### src/rtl/input_unloader.sv
// input_unloader: rebuilds mode, word A and word B from a nibble-serial beat stream,
// flagging aborted frames and counting good and aborted frames.
module input_unloader #(
  parameter int W     = 32,
  parameter int CNT_W = 16
) (
  input  logic             clk,
  input  logic             rst_n,
  input  logic [7:0]       in_byte,
  output logic             busy,
  output logic             frame_valid,
  output logic             frame_err,
  output logic [2:0]       mode_out,
  output logic [W-1:0]     word_a,
  output logic [W-1:0]     word_b,
  output logic [CNT_W-1:0] frame_cnt,
  output logic [7:0]       err_cnt
);
  localparam int NIB = W / 4;
  localparam int BW  = $clog2(2 * NIB);
  localparam logic [BW-1:0] LAST_A = BW'(NIB - 1);
  localparam logic [BW-1:0] LAST_B = BW'(2 * NIB - 1);
  typedef enum logic [1:0] {IDLE, RECV_A, RECV_B} state_t;
  state_t state, state_nx;
  logic [BW-1:0] beat, beat_nx;
  logic [2:0] cur_mode, cur_mode_nx;
  logic [W-1:0] shift_a, shift_a_nx, shift_b, shift_b_nx;
  logic done, abort, start;
  logic [2:0] mode_in;
  logic rdy;
  logic [3:0] nib;
  assign mode_in = in_byte[7:5];
  assign rdy     = in_byte[4];
  assign nib     = in_byte[3:0];
  assign busy    = state != IDLE;
  always_comb begin
    state_nx    = state;
    beat_nx     = beat;
    cur_mode_nx = cur_mode;
    shift_a_nx  = shift_a;
    shift_b_nx  = shift_b;
    done        = 1'b0;
    abort       = 1'b0;
    start       = 1'b0;
    if (state == IDLE) begin
      start = rdy;
    end else if (!rdy) begin
      abort    = 1'b1;
      state_nx = IDLE;
      beat_nx  = '0;
    end else if (mode_in != cur_mode) begin
      // a mode change both aborts the old frame and opens a new one with this beat
      abort = 1'b1;
      start = 1'b1;
    end else if (state == RECV_A) begin
      shift_a_nx = {shift_a[W-5:0], nib};
      beat_nx    = beat + 1'b1;
      state_nx   = beat == LAST_A ? RECV_B : RECV_A;
    end else begin
      shift_b_nx = {shift_b[W-5:0], nib};
      done       = beat == LAST_B;
      beat_nx    = done ? '0 : beat + 1'b1;
      state_nx   = done ? IDLE : RECV_B;
    end
    if (start) begin
      cur_mode_nx = mode_in;
      shift_a_nx  = W'(nib);
      shift_b_nx  = '0;
      beat_nx     = BW'(1);
      state_nx    = NIB == 1 ? RECV_B : RECV_A;
    end
  end
  always_ff @(posedge clk or negedge rst_n) begin
    if (!rst_n) begin
      state       <= IDLE;
      beat        <= '0;
      cur_mode    <= '0;
      shift_a     <= '0;
      shift_b     <= '0;
      frame_valid <= 1'b0;
      frame_err   <= 1'b0;
      mode_out    <= '0;
      word_a      <= '0;
      word_b      <= '0;
      frame_cnt   <= '0;
      err_cnt     <= '0;
    end else begin
      state       <= state_nx;
      beat        <= beat_nx;
      cur_mode    <= cur_mode_nx;
      shift_a     <= shift_a_nx;
      shift_b     <= shift_b_nx;
      frame_valid <= done;
      frame_err   <= abort;
      if (done) begin
        mode_out  <= cur_mode;
        word_a    <= shift_a;
        word_b    <= shift_b_nx;
        frame_cnt <= frame_cnt + 1'b1;
      end
      if (abort && err_cnt != 8'hFF) err_cnt <= err_cnt + 1'b1;
    end
  end
endmodule

### config.mk
export PLATFORM = sky130hd
export DESIGN_NAME = input_unloader
export DESIGN_NICKNAME = d
export VERILOG_FILES = /design/src/rtl/input_unloader.sv
export SDC_FILE = /design/constraint.sdc
export NUM_CORES = 1
export LEC_CHECK = 0
export CORE_ASPECT_RATIO = 1.1
export CORE_MARGIN = 3
export CORE_UTILIZATION = 49
export CTS_BUF_LIST = sky130_fd_sc_hd__clkbuf_4 sky130_fd_sc_hd__clkbuf_8
export DETAILED_ROUTE_END_ITERATION = 8
export PLACE_DENSITY = 0.74
export SETUP_SLACK_MARGIN = 0.5
export SYNTH_ARGS = -nofsm -noshare
export SYNTH_HDL_FRONTEND = slang
export SYNTH_SLANG_ARGS = --single-unit
### constraint.sdc
create_clock -name clk -period 2.2 [get_ports clk]
set_clock_uncertainty 0.1 [all_clocks]
set_input_delay 0.33 -clock clk [delete_from_list [all_inputs] [get_ports clk]]
set_output_delay 0.33 -clock clk [all_outputs]
set_load 0.02 [all_outputs]
==> results.md <==
* Outcome: completed
* Detailed Place HPWL at 9280 um
* Number of synthesized flops with an enable pin at 0
* First drt pass iteration count at 6
* Total number of vias at 5403
* Final hold vios at 0
* CTS tree: done
* Row cnt at 43
* Pin count of the biggest net entering global routing at 71
* Dpl cell area at 7980 um^2
* Congestion Overflow GR at 0
* Post-synth ARST share at 100%
* Initial drt markers at 418
* Setup-failing EPs final at 0
* Gate power share at 12.6%
* Mean Syn Cell Area at 11.9 um^2
* WP data required at 2.43 ns
* Sequential share of the synthesized area at 62.3%
* Die W at 116 um
* Antenna violations before repair at 0
* Area of the core at 12800 um^2
* Mapped Area at 6510 um^2
* Post-route cell area at 10400 um^2
* Switching power at 1640 uW
* Clk Tree Root Cell: clkbuf_8
* Fraction of layout cells with a size suffix above 1 at 45.3%
* Hold_sp: in_byte[7]
* Area delta synth->final at 59.9%
* Post-synth net total at 562
* Detailed Route WL at 21400 um
* Hold path depth at 2
* FF-to-FF setup slack at 0.1 ns
* Final core occ at 81.3%
* Static leakage at 0.00533 uW
* Clock Power Share at 38.2%
* Top_reg_cell synth: dfrtp_1
* RR Startpoint: cur_mode[0]
* Routed length per instance at 23.6 um
* GPL Wtd Cong at 0.832
* Sequential share of power at 49.2%
* Non-Filler Instances at 907
* P per Cell Area at 617 nW/um^2
* Cells after DPL at 808
* Tcrit/Tclk final at 95.5%
* Reg-to-reg endpoint: shift_b[3]
* GRT Total Usage at 26.6%
* Post-route minimum period at 2.10 ns
* Sw frac at 25.5%
* Worst-case reg-to-reg path depth at 8
* CP endpoint kind: flop
* CP Max Fanout at 5
* Worst Tran Pin Value at 0.539 ns
* Avg Vias per Cell at 5.96
* Final Power at 6420 uW
* CTS sink count at 162
* MaxCap Viol Count at 0
* Number of synthesized register bits at 162
* Global-route wire length before repair at 29700 um
* Fin. max-slew vios at 0
* Internal at 4790 uW
* Clock buffer depth at 2
* Hold WC Path Type: primary input to flop
* Startpoint Class: flop
* Vias in the first global route at 5497
* IO Pins at 104
* Min-Delay Endpoint: cur_mode[2]
* Initial Utilization at 50.8%
* Routed Antenna Nets at 0
* Maximum VDD drop at 0.470 mV
* Synth Instances at 549
* Fmax at 476 MHz
* RSZ-0062 raised after global routing: true
* Synth cell types at 38
* Clock insertion delay at the later pin of the skew report at 0.47 ns
* Relative slew slack at 63.6%
* Die area at 14700 um^2
* Yosys warns at 0
* Setup CP Type: flop to flop
* Critical Path AT at 2.33 ns
* Clk pin slew, worst setup/hold paths at 0.08 ns
* Die Ht at 127 um
* Htree depth at 4
* Total CTS buffers at 17
* Ant. Diodes at 0
* Number of buffers added on ports at 103
* Residual DRC count at 0
* Final nets at 750
[logic make-up (layout without fill, tap and decap cells)]
| logic type | count (synthesis) | in the layout | synth area share [%] |
|---|---|---|---|
| compound gates | 77 | 77 | 6.61 |
| simple gates | 176 | 177 | 12.6 |
| buf+inv | 34 | 234 | 2.17 |
| mux | 71 | 71 | 12.3 |
| fa+ha+maj | 3 | 3 | 0.577 |
| flops | 162 | 162 | 62.3 |
| xor+xnor | 26 | 26 | 3.50 |
[per-stage QoR]
step / setup WS, ns / hold WS [ns] / TNS [ns]
2_1_floorplan: 0.254 / -0.0656 / 0
3_3_place_gp: -0.271 / 0.208 / -26.38
3_5_place_dp: -0.392 / 0.207 / -37.36
4_1_cts: 0.150 / 0.271 / 0
5_1_grt: 0.0289 / 0.220 / 0
6_report: 0.0984 / 0.213 / 0
[state kept, by name (all words and copies together), names as in the netlist]
name,flops
frame_cnt,16
shift_a,32
word_a,32
beat,4
state,2
cur_mode,3
shift_b,28
frame_err,1
word_b,32
err_cnt,8
mode_out,3
frame_valid,1
[repair_timing]
action,4_1_cts,5_1_grt
endpoints found under the hold margin,45,0
hold buffers,1,0
setup buffers,29,10
cloned,25,2
setup endpoints to repair,251,178
gates resized for setup,282,169
pin swaps,50,54
[layout by cell type, fill, tap and decap left out, drive strengths merged, types with 5 or more instances in the layout]
master,instances
dfrtp,162
a21oi,28
clkdlybuf4s50,7
nand4,7
nor2,9
nand2,119
mux2,71
clkbuf,30
xor2,16
inv,5
o21ai,40
clkdlybuf4s15,13
dlygate4sd2,73
nand3,12
xnor2,10
buf,94
and3,6
[power groups by stage]
| stage | clock network (uW) | registers [uW] | logic, uW |
|---|---|---|---|
| 2_1_floorplan | 0 | 3270 | 201 |
| 3_3_place_gp | 0 | 3210 | 560 |
| 3_5_place_dp | 0 | 3210 | 577 |
| 4_1_cts | 2430 | 3160 | 738 |
| 5_1_grt | 2610 | 3180 | 858 |
| 6_report | 2450 | 3160 | 806 |
[routing by layer]
| metal | global-route usage, % | up-vias | wire length, um |
|---|---|---|---|
| li1 | - | 2282 | - |
| met1 | 34.7 | 2773 | 8720 |
| met2 | 42.0 | 273 | 10600 |
| met3 | 7.49 | 75 | 1400 |
| met4 | 10.9 | 0 | 705 |
| met5 | 0 | - | 0 |
[final cells by class]
type,count,area [um^2]
clock buffers,22,290
clock inverters,10,155
fillers,636,2390
inverters,5,21.3
multi-input cells,354,3210
flip-flops and latches,162,4060
well taps,157,196
repair buffers,197,2480
[worst max-delay path by stage]
stage,startpoint,endpoint,slack [ns]
after floorplan,cur_mode[1],mode_out[0],0.25
after global placement,in_byte[7],shift_b[8],-0.27
after detailed placement,in_byte[7],shift_b[3],-0.39
after CTS,cur_mode[0],word_b[23],0.15
after global routing,cur_mode[0],shift_a[5],0.03
final,cur_mode[0],shift_b[3],0.1
[cell usage after synthesis (2+ instances only)]
master	instances	area [um^2]
mux2_1	36	405
o21ai_0	39	195
nand3_1	12	60.1
a21oi_1	28	140
nor2b_1	2	12.5
nor3b_1	2	15.0
and3_1	6	37.5
a22o_1	2	17.5
nor2_1	8	30.0
a32o_1	2	20.0
dfrtp_1	162	4050
xor2_1	16	140
nand2_1	119	447
buf_2	11	55.1
clkbuf_1	18	67.6
and2_1	3	18.8
and4_1	2	17.5
inv_1	5	18.8
nand4_1	7	43.8
xnor2_1	10	87.6
and4bb_2	2	25.0
nor4_2	2	25.0
mux2_2	35	394
ha_1	3	37.5
nor3_1	4	20.0
[worst max-delay path, cell delays in order (launching register included)]
cell     delay [ns]
dfrtp_1        0.42
xor2_2         0.17
buf_4          0.16
or4_4          0.55
buf_12         0.19
buf_12         0.12
buf_16         0.14
nand2_4        0.05
a21oi_2        0.05
No activity file was read; power rests on OpenSTA's default activity.
